===== config.mk =====
export PLATFORM = sky130hd
export DESIGN_NAME = spi_xfer_seq_flat
export DESIGN_NICKNAME = d
export VERILOG_FILES = /design/src/rtl/spi_xfer_seq_if.sv /design/src/rtl/spi_xfer_seq.sv /design/src/flat_wrapper.sv
export SDC_FILE = /design/constraint.sdc
export NUM_CORES = 1
export LEC_CHECK = 0
export BUFFER_PORTS_ARGS = -buffer_cell sky130_fd_sc_hd__buf_2
export CAP_MARGIN = 20
export CORE_MARGIN = 5
export CORE_UTILIZATION = 45
export DETAILED_ROUTE_END_ITERATION = 10
export PLACE_DENSITY_LB_ADDON = 0.2
export SLEW_MARGIN = 20
export SYNTH_ARGS = -nofsm -noshare
export SYNTH_HDL_FRONTEND = slang
export SYNTH_SLANG_ARGS = --single-unit

===== constraint.sdc =====
create_clock -name clk -period 2.25 [get_ports clk]
set_input_delay 0.45 -clock clk [delete_from_list [all_inputs] [get_ports clk]]
set_output_delay 0.45 -clock clk [all_outputs]
set_load 0.05 [all_outputs]

===== src/rtl/spi_xfer_seq_if.sv =====
// Command/response streams plus the spi_master register port, bundled for the sequencer.
// The sequencer takes the slave modport; the host/master-side model takes the master modport.
interface spi_xfer_seq_if #(
  parameter int DATA_W = 32,
  parameter int ADDR_W = 4
);
  logic              cmd_valid;
  logic              cmd_ready;
  logic [DATA_W-1:0] cmd_data;
  logic              cmd_rd;

  logic              rsp_valid;
  logic              rsp_ready;
  logic [DATA_W-1:0] rsp_data;
  logic              rsp_err;

  logic [ADDR_W-1:0] spi_address;
  logic [DATA_W-1:0] spi_data_in;
  logic              spi_sel;
  logic              spi_we;
  logic [DATA_W-1:0] spi_data_out;

  modport slave (
    input  cmd_valid, cmd_data, cmd_rd, rsp_ready, spi_data_out,
    output cmd_ready, rsp_valid, rsp_data, rsp_err,
    output spi_address, spi_data_in, spi_sel, spi_we
  );

  modport master (
    output cmd_valid, cmd_data, cmd_rd, rsp_ready, spi_data_out,
    input  cmd_ready, rsp_valid, rsp_data, rsp_err,
    input  spi_address, spi_data_in, spi_sel, spi_we
  );
endinterface


===== src/rtl/spi_xfer_seq.sv =====
// Transfer sequencer for spi_master: write TX, poll READY (with settle window and
// timeout), optionally read RX, and return one response per accepted command.
module spi_xfer_seq #(
  parameter int                DATA_W    = 32,
  parameter int                ADDR_W    = 4,
  parameter logic [ADDR_W-1:0] SPI_TX    = '0,
  parameter logic [ADDR_W-1:0] SPI_READY = ADDR_W'(1),
  parameter logic [ADDR_W-1:0] SPI_RX    = ADDR_W'(2),
  parameter int                SETTLE    = 2,
  parameter int                TIMEOUT   = 65535
) (
  input  logic         clk,
  input  logic         rst,
  spi_xfer_seq_if.slave bus,
  output logic         busy,
  output logic [15:0]  xfer_cnt
);

  localparam logic [15:0] SETTLE_C    = 16'(SETTLE);
  localparam logic [15:0] POLL_LAST_C = 16'(TIMEOUT - 1);

  typedef enum logic [2:0] {
    S_IDLE, S_WR, S_POLL, S_RDA, S_RDD, S_RSP
  } state_t;

  state_t            state_q, state_d;
  logic [DATA_W-1:0] tx_q, tx_d;
  logic              rd_q, rd_d;
  logic [15:0]       cnt_q, cnt_d;
  logic [DATA_W-1:0] rsp_data_q, rsp_data_d;
  logic              rsp_err_q, rsp_err_d;
  logic [ADDR_W-1:0] addr_q, addr_d;
  logic [15:0]       xfer_cnt_q, xfer_cnt_d;
  logic              sel, we, cmd_ready;

  always_ff @(posedge clk) begin
    if (rst) begin
      state_q    <= S_IDLE;
      tx_q       <= '0;
      rd_q       <= 1'b0;
      cnt_q      <= '0;
      rsp_data_q <= '0;
      rsp_err_q  <= 1'b0;
      addr_q     <= '0;
      xfer_cnt_q <= '0;
    end else begin
      state_q    <= state_d;
      tx_q       <= tx_d;
      rd_q       <= rd_d;
      cnt_q      <= cnt_d;
      rsp_data_q <= rsp_data_d;
      rsp_err_q  <= rsp_err_d;
      addr_q     <= addr_d;
      xfer_cnt_q <= xfer_cnt_d;
    end
  end

  always_comb begin
    state_d    = state_q;
    tx_d       = tx_q;
    rd_d       = rd_q;
    cnt_d      = cnt_q;
    rsp_data_d = rsp_data_q;
    rsp_err_d  = rsp_err_q;
    xfer_cnt_d = xfer_cnt_q;
    addr_d     = addr_q;
    sel        = 1'b0;
    we         = 1'b0;
    cmd_ready  = 1'b0;
    unique case (state_q)
      S_IDLE: begin
        // A pending response only exists in S_RSP, so IDLE is always free to accept.
        cmd_ready = !rst;
        if (bus.cmd_valid && cmd_ready) begin
          tx_d    = bus.cmd_data;
          rd_d    = bus.cmd_rd;
          state_d = S_WR;
        end
      end
      S_WR: begin
        sel     = 1'b1;
        we      = 1'b1;
        addr_d  = SPI_TX;
        cnt_d   = '0;
        state_d = S_POLL;
      end
      S_POLL: begin
        sel    = 1'b1;
        addr_d = SPI_READY;
        cnt_d  = cnt_q + 16'd1;
        // Completion is tested first so it wins over a coincident timeout.
        if (cnt_q >= SETTLE_C && |bus.spi_data_out) begin
          if (rd_q) begin
            state_d = S_RDA;
          end else begin
            rsp_data_d = '0;
            rsp_err_d  = 1'b0;
            state_d    = S_RSP;
          end
        end else if (cnt_q == POLL_LAST_C) begin
          rsp_data_d = '0;
          rsp_err_d  = 1'b1;
          state_d    = S_RSP;
        end
      end
      S_RDA: begin
        sel     = 1'b1;
        addr_d  = SPI_RX;
        state_d = S_RDD;
      end
      S_RDD: begin
        sel        = 1'b1;
        addr_d     = SPI_RX;
        rsp_data_d = bus.spi_data_out;
        rsp_err_d  = 1'b0;
        state_d    = S_RSP;
      end
      S_RSP: begin
        if (bus.rsp_ready) begin
          state_d = S_IDLE;
          if (!rsp_err_q) xfer_cnt_d = xfer_cnt_q + 16'd1;
        end
      end
      default: state_d = S_IDLE;
    endcase
  end

  assign bus.cmd_ready   = cmd_ready;
  assign bus.rsp_valid   = (state_q == S_RSP);
  assign bus.rsp_data    = rsp_data_q;
  assign bus.rsp_err     = rsp_err_q;
  assign bus.spi_address = addr_d;
  assign bus.spi_data_in = tx_q;
  assign bus.spi_sel     = sel;
  assign bus.spi_we      = we;
  assign busy            = (state_q != S_IDLE);
  assign xfer_cnt        = xfer_cnt_q;

endmodule


===== src/flat_wrapper.sv =====
// flat-port wrapper written by rule: the top's interface ports become plain ports
module spi_xfer_seq_flat 
#(
  parameter int                DATA_W    = 32,
  parameter int                ADDR_W    = 4,
  parameter logic [ADDR_W-1:0] SPI_TX    = '0,
  parameter logic [ADDR_W-1:0] SPI_READY = ADDR_W'(1),
  parameter logic [ADDR_W-1:0] SPI_RX    = ADDR_W'(2),
  parameter int                SETTLE    = 2,
  parameter int                TIMEOUT   = 65535
)
  (clk, rst, busy, xfer_cnt, bus_cmd_valid, bus_cmd_data, bus_cmd_rd, bus_rsp_ready, bus_spi_data_out, bus_cmd_ready, bus_rsp_valid, bus_rsp_data, bus_rsp_err, bus_spi_address, bus_spi_data_in, bus_spi_sel, bus_spi_we);
  spi_xfer_seq_if #(.DATA_W(DATA_W), .ADDR_W(ADDR_W)) bus_i ();
  input  logic clk;
  input  logic rst;
  output logic busy;
  output logic [15:0] xfer_cnt;
  input wire logic [$bits(bus_i.cmd_valid)-1:0] bus_cmd_valid;
  input wire logic [$bits(bus_i.cmd_data)-1:0] bus_cmd_data;
  input wire logic [$bits(bus_i.cmd_rd)-1:0] bus_cmd_rd;
  input wire logic [$bits(bus_i.rsp_ready)-1:0] bus_rsp_ready;
  input wire logic [$bits(bus_i.spi_data_out)-1:0] bus_spi_data_out;
  output wire logic [$bits(bus_i.cmd_ready)-1:0] bus_cmd_ready;
  output wire logic [$bits(bus_i.rsp_valid)-1:0] bus_rsp_valid;
  output wire logic [$bits(bus_i.rsp_data)-1:0] bus_rsp_data;
  output wire logic [$bits(bus_i.rsp_err)-1:0] bus_rsp_err;
  output wire logic [$bits(bus_i.spi_address)-1:0] bus_spi_address;
  output wire logic [$bits(bus_i.spi_data_in)-1:0] bus_spi_data_in;
  output wire logic [$bits(bus_i.spi_sel)-1:0] bus_spi_sel;
  output wire logic [$bits(bus_i.spi_we)-1:0] bus_spi_we;
  assign bus_i.cmd_valid = bus_cmd_valid;
  assign bus_i.cmd_data = bus_cmd_data;
  assign bus_i.cmd_rd = bus_cmd_rd;
  assign bus_i.rsp_ready = bus_rsp_ready;
  assign bus_i.spi_data_out = bus_spi_data_out;
  assign bus_cmd_ready = bus_i.cmd_ready;
  assign bus_rsp_valid = bus_i.rsp_valid;
  assign bus_rsp_data = bus_i.rsp_data;
  assign bus_rsp_err = bus_i.rsp_err;
  assign bus_spi_address = bus_i.spi_address;
  assign bus_spi_data_in = bus_i.spi_data_in;
  assign bus_spi_sel = bus_i.spi_sel;
  assign bus_spi_we = bus_i.spi_we;
  spi_xfer_seq #(.DATA_W(DATA_W), .ADDR_W(ADDR_W), .SPI_TX(SPI_TX), .SPI_READY(SPI_READY), .SPI_RX(SPI_RX), .SETTLE(SETTLE), .TIMEOUT(TIMEOUT)) u_core (.clk(clk), .rst(rst), .bus(bus_i), .busy(busy), .xfer_cnt(xfer_cnt));
endmodule

Word-level counts from Yosys, hierarchy flattened
Cells that the tools add are included.
Storage, ports and cells
  input port bits: 69
  logic and storage cells: 55
  bits in registers: 105
  output and inout bits: 90
Cells by class
  multiplexer cells: 19
  equality and inequality tests: 10
  reduce and logical (&&, ||, !) cells: 14
  order comparisons: 1
  bitwise logic cells: 1
  add/sub/neg operators: 2
Operators by type and width (number)
  $mux W32: 3
  $pmux W32 S2: 1
  $add A16 B1 Y16 const B: 2
  $pmux W16 S2: 1
  $reduce_or A32 Y1: 1
  $pmux W3 S6: 1
  $eq A16 B16 Y1 const B: 1
  $ge A16 B2 Y1 const B: 1
  $mux W3: 5
  $pmux W4 S3: 1
  $reduce_and A3 Y1: 3
  $eq A3 B2 Y1 const B: 2
  $eq A3 B3 Y1 const B: 2
  $mux W1: 6
  $reduce_bool A2 Y1: 2
  $reduce_or A4 Y1: 1
  $eq A3 B1 Y1 const B: 1
  $logic_not A3 Y1: 1
  $ne A3 B1 Y1 const B: 1
  $ne A3 B3 Y1 const B: 1
  $reduce_bool A3 Y1: 1
  $logic_and A1 B1 Y1: 2
  $ne A2 B1 Y1 const B: 1
  $ne A2 B2 Y1 const B: 1
  5 further kinds: 5

Logic depth before layout (Yosys ltp)
Gate-level depths: netlist (run 1).
  depth in word-level cells: 4
  mapped depth: 8
  gate-level depth less buffers: 7

Least setup slack after synthesis (run 1)
No wires, ideal clock.
  path kind: input port to output port
  start: input port rst
  end: output port bus_cmd_ready
  slack: 0.075 ns
  stages: 4
  data required time: 1.800 ns
  buffers on the path: 3
  arrival time: 1.725 ns
  cells stage by stage: clkbuf_1 -> buf_1 -> buf_1 -> nor2_1
Between the ends
  cells in the longest elaborated chain, start to end: 2
Ends and longest elaborated chain
  start: declaration: RTL line flat_wrapper.sv:15  | input logic rst;
  $logic_not A1 Y1: RTL line spi_xfer_seq.sv:73  | cmd_ready = !rst;
  $mux W1: RTL line spi_xfer_seq.sv:70  | unique case (state_q)
  end: declaration: RTL line flat_wrapper.sv:23  | output wire logic [$bits(bus_i.cmd_ready)-1:0] bus_cmd_ready;
Every way passes these cells.

Worst setup path in the final report (run 1)
  start: register u_core.state_q[0]
  end: output port bus_spi_we
Between the ends
  cells in the longest elaborated chain, start to end: 2
Ends and longest elaborated chain
  start: declaration: RTL line spi_xfer_seq.sv:26  | state_t state_q, state_d;
  start signal: assignment: RTL line spi_xfer_seq.sv:47  | state_q <= state_d;
  $eq A3 B1 Y1: RTL line spi_xfer_seq.sv:70
  $mux W1: RTL line spi_xfer_seq.sv:70
  end: declaration: RTL line flat_wrapper.sv:30  | output wire logic [$bits(bus_i.spi_we)-1:0] bus_spi_we;
Every way passes these cells.

==> results of run 1 <==
[area by class of cell]
type                            count  share of cell area
Multi-Input combinational cell    387               0.392
Sequential cell                   105               0.370
Timing Repair Buffer              170               0.163
Tap cell                          133              0.0293
Clock buffer                       12              0.0273
Clock inverter                      4              0.0130
Inverter                            8             0.00528
[layer usage]
metal	vias up	track usage	routed length (um)	share of wire
met5	-	0	0	0
met4	0	0.0690	93	0.0080
met3	8	0.0671	1070	0.092
met2	155	0.290	5100	0.44
met1	1971	0.241	5340	0.46
li1	2207	-	-	-
[flip-flops by register name (all words and copies together), names as in the netlist]
| signal | cells |
|---|---|
| u_core.bus.rsp_data | 32 |
| u_core.xfer_cnt | 16 |
| u_core.addr_q | 4 |
| u_core.bus.rsp_err | 1 |
| u_core.rd_q | 1 |
| u_core.cnt_q | 16 |
| u_core.bus.spi_data_in | 32 |
| u_core.state_q | 3 |
[power groups by stage]
stage                     logic, W  clock network [W]  registers (W)
after floorplan           0.000830                  0        0.00271
final                      0.00176            0.00132        0.00216
after global routing       0.00189            0.00143        0.00219
after CTS                  0.00177            0.00136        0.00216
after detailed placement   0.00176                  0        0.00220
after global placement     0.00174                  0        0.00219
[Yosys cell counts (2+ instances only)]
| cell type | count | area, um2 |
|---|---|---|
| buf_2 | 9 | 45.0 |
| xor2_1 | 12 | 105 |
| nand2b_1 | 2 | 12.5 |
| and2_1 | 7 | 43.8 |
| a311oi_1 | 33 | 289 |
| clkbuf_1 | 18 | 67.6 |
| o21ai_0 | 35 | 175 |
| nor4_1 | 13 | 81.3 |
| a22oi_1 | 2 | 15.0 |
| nand2_1 | 117 | 439 |
| xnor2_1 | 3 | 26.3 |
| nor3_1 | 4 | 20.0 |
| nor3b_2 | 2 | 25.0 |
| dfxtp_1 | 105 | 2100 |
| inv_1 | 7 | 26.3 |
| and3_1 | 6 | 37.5 |
| a21o_1 | 2 | 15.0 |
| and4_1 | 2 | 17.5 |
| nand3_1 | 11 | 55.1 |
| o211ai_1 | 8 | 60.1 |
| buf_6 | 7 | 78.8 |
| buf_4 | 3 | 22.5 |
| nor2_1 | 30 | 113 |
| o211a_1 | 2 | 20.0 |
| nand4_1 | 13 | 81.3 |
| buf_1 | 2 | 7.51 |
| ha_1 | 3 | 37.5 |
| a21oi_1 | 52 | 260 |
| o21ai_1 | 4 | 20.0 |
| or3_1 | 6 | 37.5 |
[stage by stage]
step	total power [W]	setup slack [ns]
after global routing	0.00552	0.0286
after global placement	0.00393	0.173
after floorplan	0.00354	0.0753
after CTS	0.00529	0.000235
after detailed placement	0.00396	0.104
final	0.00524	0.104
[critical path, stage by stage, from the launching register on]
cell     delay, ns
dfxtp_2       0.45
or3b_2        0.48
inv_1         0.12
buf_2         0.28
[what timing repair did]
action	CTS	global route
pin swaps	0	1
resized for setup	5	3
setup endpoints to repair	4	9
hold endpoints to repair	0	0
[logic make-up after synthesis]
kind of cell               count (synthesis)  share of synthesized area
AOI/OAI and AO/OA                        143                      0.200
xor gates and xnor gates                  15                     0.0288
adders and majority gates                  3                    0.00823
buffers and inverters                     47                     0.0551
DFF                                      105                      0.461
muxes                                      2                    0.00740
and+or+nand+nor                          224                      0.239
[path summary, 6_finish.rpt]
kind / start / to / slack (ns) / cells after the start
max: u_core.state_q[0]$_SDFFE_PP0P_ / bus_spi_we / 0.10 / 3
min: bus_cmd_data[29] / u_core.bus.spi_data_in[29]$_SDFFE_PP0P_ / 0.27 / 3
max reg2reg: u_core.cnt_q[0]$_SDFFE_PP0P_ / u_core.bus.rsp_data[16]$_SDFFE_PP0P_ / 0.31 / 8
min reg2reg: u_core.bus.spi_data_in[25]$_SDFFE_PP0P_ / u_core.bus.spi_data_in[25]$_SDFFE_PP0P_ / 0.45 / 2
==> metrics, run 1 <==
Logic pwr share=0.336; Seq cells post-synth=around 110; vias in the first global route=about 4200; # DRC=0; Max Fclk=~470 MHz; dpl cells=803; Final HPWL DP=8.38 mm; max-cap viol count=0; CP Class=reg2out; dpl cell area=5430 um2; Post-synth EDFFs=0; H-tree levels=3; Core Box Area=around 10000 um2; routed wire length=11.6 mm; final core utilization=0.579; Multi-input gate area=about 2200 um2; worst IR drop on VDD=~0.5 mV; leakage=approximately 2.4 nW; Initial Utilization=0.465; synthesized area=4560 um2; pins over their slew limit=0; setup TNS=0 ns; crit path launch type=flop; Worst Path Arrival=between 1.5 and 2 ns; Antenna Cells=0; syn_area_per_cell=8.46 um2; period utilization=0.954; layout cells sized above 1=0.300; Hold Violations, Final=0; antenna violations before repair=0; Wirelength per Cell=roughly 14 um; Net Sw Frac=0.392; Setup Buffers After CTS=0; Power Internal=around 0.0032 W; Flop pwr share=0.413; 1st-iter DRT viols=~360; Power Dens Cells=about 920 nW/um2; CTS Buffer Depth=2; Switch Pwr=just over 0.002 W; Die X=roughly 110 um; most frequent cells in the layout=buf_2 (155), nand2_1 (116), dfxtp_1 (103), a21oi_1 (52), o21ai_0 (35); non-filler cells, final=just over 800; GRT Util Overall=0.188; Syn-to-layout area delta=24.6%; register clock-pin slew on the reported worst setup and hold paths=approximately 0.10 ns; Mapped Cells=about 540; FP Rows=36; status=finished, final reports clean; PortBufs=158; synth warn=0; Clk pwr share=0.252; Clock Sinks=approximately 110; RSZ-0062 raised after global routing=false; vias per inst=5.30; Seq/Total Area, Yosys=0.461; GP Congestion=roughly 0.82; Filler Cells Inserted=943; worst-skew pair later-pin latency=between 0.3 and 0.4 ns; Hold Crit Class=in2reg; most common cell after layout, fill and taps aside=buf_2; cts bufs inserted=9; first-pass GRT wire length=approximately 20 mm; final setup fails=0; CP required=between 1.5 and 2 ns; largest net degree at the start of global routing=67; post-synth cell types=~50; Reg area=~2100 um2; Top FF cell, synth=dfxtp_1; hold_buf cts=0; skew final=slightly above 0.009 ns; min cycle time layout=around 2.1 ns; Clock Tree Root=clkbuf_8; vias after detailed routing=4341; Async SR Flop Fraction=0; relative slew slack=0.700; Syn Nets=slightly above 600; Die Footprint=12300 um2; Post-DRT Antenna Nets=0; I/O Pins=about 160; Nets=between 700 and 800; TritonCTS clock tree=done; DIE HEIGHT=111 um; drt pass-1 iters=5; Finished Cell Area=between 5000 and 6000 um2; gr ovfl total=0; element type at the critical path end=output port; Hold Slack=around 0.27 ns; worst-path maximum fanout=11; worst-margin pin slew=0.447 ns
Power figures use the tool's default switching activity.
==> run 2, diff against run 1 <==
--- a/config.mk
+++ b/config.mk
@@ -10,6 +10,7 @@
 export CORE_MARGIN = 5
 export CORE_UTILIZATION = 45
 export DETAILED_ROUTE_END_ITERATION = 10
+export GPL_TIMING_DRIVEN = 0
 export PLACE_DENSITY_LB_ADDON = 0.2
 export SLEW_MARGIN = 20
 export SYNTH_ARGS = -nofsm -noshare
==> run 2 against run 1 <==
Cell count is 3.2% higher. Worst setup slack better by 0.0081 ns. Die area did not move. Power is 2.3% lower. Cell area up 0.90%. Global-route usage up 1.1 points. Clock skew up 0.0035 ns. Maximum frequency increased by 0.38%. Worst hold slack improved by 0.010 ns. Via count grew 4.4%. Critical path type unchanged.
==> metrics, run 2 (synthesis results as in run 1) <==
Hold Violations, Final=0 (unchanged); leakage=2.43 nW (+1.5%); Syn-to-layout area delta=25.7%; max-cap viol count=0 (unchanged); most common cell after layout, fill and taps aside=buf_2; worst-skew pair later-pin latency=0.36 ns (about the same); Clock Tree Root=clkbuf_8; FP Rows=36 (unchanged); Wirelength per Cell=14.7 um (+4.1%); final worst setup slack=0.112 ns (+0.00810 ns); Initial Utilization=0.465 (unchanged); worst IR drop on VDD=0.579 mV (+18%); skew final=0.0128 ns (+0.00349 ns); period utilization=0.950 (-0.00360); vias in the first global route=4312 (+2.0%); I/O Pins=159 (unchanged); Worst Path Arrival=1.69 ns (about the same); worst-margin pin slew=0.545 ns (+0.0984 ns); largest net degree at the start of global routing=20 (-70%); drt pass-1 iters=5 (unchanged); first-pass GRT wire length=20.9 mm (+5.2%); GRT Util Overall=0.199 (+0.0111); DP Worst Slack=-0.293 ns (-0.397 ns); PortBufs=157 (-0.63%); vias per inst=5.36 (+1.2%); element type at the critical path end=output port; status=finished, final reports clean; most frequent cells in the layout=buf_2 (163), nand2_1 (116), dfxtp_1 (105), a21oi_1 (52), o21ai_0 (35); met2 GRT Util=0.318 (+0.0279); Tot Pwr=0.00512 W (-2.3%); Clock Sinks=105 (unchanged); Die X=111 um (unchanged); setup TNS=0 ns (unchanged); hold_buf cts=0 (unchanged); Nets=779 (+3.5%); gr ovfl total=0 (unchanged); relative slew slack=0.637 (-0.0634); Post-DRT Antenna Nets=0 (unchanged); worst-path maximum fanout=10 (-1); CP Class=reg2out; met1 Use GR=0.258 (+0.0169); # DRC=0 (unchanged); min cycle time layout=2.14 ns (-0.00810 ns); DIE HEIGHT=111 um (unchanged); Antenna Cells=0 (unchanged); GRT busiest layer=met2; layout cells sized above 1=0.296 (-0.00394); GP Congestion=0.842 (+3.0%); register clock-pin slew on the reported worst setup and hold paths=0.11 ns (about the same); routed wire length=12.5 mm (+7.4%); Final HPWL DP=9.39 mm (+12%); Power Dens Cells=892 nW/um2 (-3.2%); Hold Crit Class=in2reg; pins over their slew limit=0 (unchanged); dpl cells=829 (+3.2%); met3 Use GR=0.0710 (+0.00382); CTS Buffer Depth=2 (unchanged); Die Footprint=12300 um2 (unchanged); crit path launch type=flop; Max Fclk=468 MHz (+0.38%); final setup fails=0 (unchanged); Finished Cell Area=5730 um2 (+0.90%); antenna violations before repair=0 (unchanged); RSZ-0062 raised after global routing=false; H-tree levels=3 (unchanged); vias after detailed routing=4532 (+4.4%); CP required=1.80 ns (about the same); dpl cell area=5510 um2 (+1.5%); Setup Buffers After CTS=0 (unchanged); Core Box Area=9820 um2 (unchanged); non-filler cells, final=845 (+3.2%); 1st-iter DRT viols=323 (-9.0%); TritonCTS clock tree=done; cts bufs inserted=9 (unchanged)
## run 2: cell count changes in the layout (fill, tap and decap cells not counted), moves of 3 or more
cell      previous run  this run
clkbuf_1             1        17
buf_6                0        10
buf_2              155       163
buf_4               12         5
buf_12               3         0
## run 2: power breakdown
part	total [W]	internal, W	switching, W
clock network	0.00111	0.000425	0.000686
logic	0.00186	0.000488	0.00137
registers	0.00214	0.00204	0.000102
total	0.00512	0.00295	0.00216
## run 2: worst paths after layout
| check | to | cells past startpoint | slack [ns] | startpoint |
|---|---|---|---|---|
| hold reg to reg | u_core.bus.spi_data_in[27]$_SDFFE_PP0P_ | 2 | 0.45 | u_core.bus.spi_data_in[27]$_SDFFE_PP0P_ |
| setup reg to reg | u_core.bus.rsp_data[17]$_SDFFE_PP0P_ | 8 | 0.27 | u_core.cnt_q[0]$_SDFFE_PP0P_ |
| hold / removal | u_core.bus.spi_data_in[17]$_SDFFE_PP0P_ | 3 | 0.28 | bus_cmd_data[17] |
| setup / recovery | bus_spi_we | 4 | 0.11 | u_core.state_q[0]$_SDFFE_PP0P_ |
## run 2: cell type report
type,instances,area [um2]
clock inverters,7,61.3
multi-input cells,387,2220
plain buffers,39,228
clock buffers,9,124
fillers,945,4090
repair buffers,157,807
inverters,8,30.0
flip-flops and latches,105,2100
well taps,133,166
## run 2: repair_timing
item	in CTS	in global routing
setup endpoints to repair	5	5
resized for setup	8	6
hold endpoints to repair	0	0
pin swaps	0	1
## run 2: critical path, stage by stage, from the launching register on
cell,delay [ns]
dfxtp_1,0.35
buf_4,0.18
or3b_2,0.48
inv_1,0.14
buf_6,0.18
## run 2: metrics by stage
| step | util | hold WS, ns |
|---|---|---|
| after floorplan | - | 0.444 |
| after global placement | 0.562 | 0.433 |
| after detailed placement | 0.562 | 0.438 |
| after CTS | 0.582 | 0.262 |
| after global routing | 0.584 | 0.265 |
| final | 0.584 | 0.281 |
## run 2: layer usage
| metal | part of all wire | up-vias |
|---|---|---|
| li1 | - | 2266 |
| met1 | 0.44 | 2084 |
| met2 | 0.45 | 172 |
| met3 | 0.097 | 10 |
| met4 | 0.0072 | 0 |
| met5 | 0 | - |
==> run 3, diff against run 2 <==
--- a/config.mk
+++ b/config.mk
@@ -7,8 +7,11 @@
 export LEC_CHECK = 0
 export BUFFER_PORTS_ARGS = -buffer_cell sky130_fd_sc_hd__buf_2
 export CAP_MARGIN = 20
+export CELL_PAD_IN_SITES_DETAIL_PLACEMENT = 1
+export CELL_PAD_IN_SITES_GLOBAL_PLACEMENT = 2
+export CORE_ASPECT_RATIO = 1.25
 export CORE_MARGIN = 5
-export CORE_UTILIZATION = 45
+export CORE_UTILIZATION = 28
 export DETAILED_ROUTE_END_ITERATION = 10
 export GPL_TIMING_DRIVEN = 0
 export PLACE_DENSITY_LB_ADDON = 0.2
==> run 3 against run 2 <==
Via count is 1.8% higher. Worst setup slack worse by 0.035 ns. Critical endpoint unchanged. Highest routed layer unchanged. Wire length increased by 21%. Cell area rose by 3.3%. Critical path depth unchanged. Critical path type unchanged. Cell count grew 9.7%. Global-route usage fell by 3.8 points.
==> metrics, run 3 (synthesis results as in run 1) <==
worst-path maximum fanout=10 (unchanged); element type at the critical path end=output port; Filler Cells Inserted=2008 (+110%); Syn-to-layout area delta=29.9%; CP required=1.80 ns (about the same); Initial Utilization=0.283 (-0.182); FP Rows=52 (+44%); GP Congestion=0.738 (-12%); Antenna Cells=0 (unchanged); Reg area=2100 um2 (unchanged); Post-DRT Antenna Nets=0 (unchanged); register clock-pin slew on the reported worst setup and hold paths=0.07 ns (-0.04 ns); H-tree levels=3 (unchanged); vias per inst=4.98 (-7.2%); Power Internal=0.00331 W (+12%); setup TNS=0 ns (unchanged); worst IR drop on VDD=0.379 mV (-35%); routed wire length=15.1 mm (+21%); Max Fclk=460 MHz (-1.6%); crit path launch type=flop; pins over their slew limit=0 (unchanged); final worst setup slack=0.0771 ns (-0.0346 ns); RSZ-0062 raised after global routing=false; I/O Pins=159 (unchanged); Flop pwr share=0.388 (-0.031); status=finished, final reports clean; CTS Buffer Depth=2 (unchanged); Power Dens Cells=934 nW/um2 (+4.7%); Clock Tree Root=clkbuf_16; skew final=0.0119 ns (-0.000828 ns); PortBufs=157 (unchanged); # DRC=0 (unchanged); Die Footprint=19000 um2 (+55%); CP Class=reg2out; DIE HEIGHT=153 um (+38%); first-pass GRT wire length=24.8 mm (+18%); most common cell after layout, fill and taps aside=buf_2; DP Worst Slack=-0.446 ns (-0.152 ns); final setup fails=0 (unchanged); Wirelength per Cell=16.3 um (+11%); layout cells sized above 1=0.294 (-0.00240); antenna violations before repair=0 (unchanged); min cycle time layout=2.17 ns (+0.0346 ns); hold_buf cts=0 (unchanged); 1st-iter DRT viols=268 (-17%); Hold Slack=0.292 ns (+0.0118 ns); Switch Pwr=0.00223 W (+2.9%); Net Sw Frac=0.402 (-0.0205); Hold Violations, Final=0 (unchanged); Logic pwr share=0.344 (-0.020); period utilization=0.966 (+0.0154); gr ovfl total=0 (unchanged); Final HPWL DP=11.5 mm (+23%); vias in the first global route=4827 (+12%); Clk pwr share=0.268 (+0.051); TritonCTS clock tree=done; GRT Util Overall=0.161 (-0.0376); Core Box Area=16100 um2 (+64%); vias after detailed routing=4613 (+1.8%); Multi-input gate area=2220 um2 (unchanged); max-cap viol count=0 (unchanged); Clock Sinks=105 (unchanged); relative slew slack=0.594 (-0.0427); cts bufs inserted=9 (unchanged); Worst Path Arrival=1.72 ns (+0.03 ns); leakage=2.47 nW (+1.4%); Die X=124 um (+12%); largest net degree at the start of global routing=17 (-15%); Nets=779 (unchanged); Hold Crit Class=in2reg; drt pass-1 iters=4 (-1); worst-skew pair later-pin latency=0.35 ns (about the same); worst-margin pin slew=0.609 ns (+0.0641 ns); most frequent cells in the layout=buf_2 (163), nand2_1 (116), dfxtp_1 (105), a21oi_1 (52), o21ai_0 (35)
## run 3: changes by cell type in the layout (fill, tap and decap cells not counted), sizes merged
cell	before	now
clkbuf	27	30
inv	11	9
clkinv	3	1
clkinvlp	1	2
buf	178	177
## run 3: final timing paths
| kind | from | endpoint | slack [ns] | cells past startpoint |
|---|---|---|---|---|
| worst max-delay path | u_core.state_q[0]$_SDFFE_PP0P_ | bus_spi_we | 0.08 | 4 |
| worst min-delay path | bus_cmd_data[7] | u_core.bus.spi_data_in[7]$_SDFFE_PP0P_ | 0.29 | 3 |
| worst max register to register | u_core.cnt_q[0]$_SDFFE_PP0P_ | u_core.bus.rsp_data[17]$_SDFFE_PP0P_ | 0.17 | 8 |
| worst min register to register | u_core.bus.spi_data_in[30]$_SDFFE_PP0P_ | u_core.bus.spi_data_in[30]$_SDFFE_PP0P_ | 0.45 | 2 |
## run 3: power by group through the flow
| stage | logic [W] | registers (W) | clock network, W |
|---|---|---|---|
| 2_1_floorplan | 0.000830 | 0.00271 | 0 |
| 3_3_place_gp | 0.00187 | 0.00218 | 0 |
| 3_5_place_dp | 0.00190 | 0.00218 | 0 |
| 4_1_cts | 0.00192 | 0.00215 | 0.00154 |
| 5_1_grt | 0.00205 | 0.00217 | 0.00163 |
| 6_report | 0.00190 | 0.00214 | 0.00148 |
## run 3: stage by stage
stage	area, um2	std cells	total power (W)	util
after floorplan	4560	539	0.00354	-
after global placement	5620	912	0.00405	0.348
after global routing	5920	927	0.00585	0.367
after CTS	5910	927	0.00561	0.366
final	5920	927	0.00553	0.367
after detailed placement	5620	912	0.00408	0.348
## run 3: worst max-delay path, cell delays in order (launching register included)
cell and delay, ns:
dfxtp_1 0.34, clkbuf_4 0.20, or3b_2 0.49, inv_1 0.16
buf_6 0.18
## run 3: final cells by class
cell class / count / share of cell area
Sequential cell: 105 / 0.355
Clock buffer: 11 / 0.0410
Clock inverter: 4 / 0.00486
Buffer: 39 / 0.0384
Timing Repair Buffer: 157 / 0.136
Tap cell: 216 / 0.0456
Multi-Input combinational cell: 387 / 0.374
Inverter: 8 / 0.00507
## run 3: timing repair
action                                  4_1_cts  5_1_grt
hold endpoints to repair                      0        0
resized for setup                             9        4
buffers inserted                              0        0
endpoints found under the setup margin        5        3
## run 3: per-layer routing
layer | up-vias | GRT usage | share of wire
li1 | 2263 | - | -
met1 | 2199 | 0.197 | 0.43
met2 | 138 | 0.270 | 0.48
met3 | 13 | 0.0468 | 0.077
met4 | 0 | 0.0511 | 0.014
met5 | - | 0 | 0
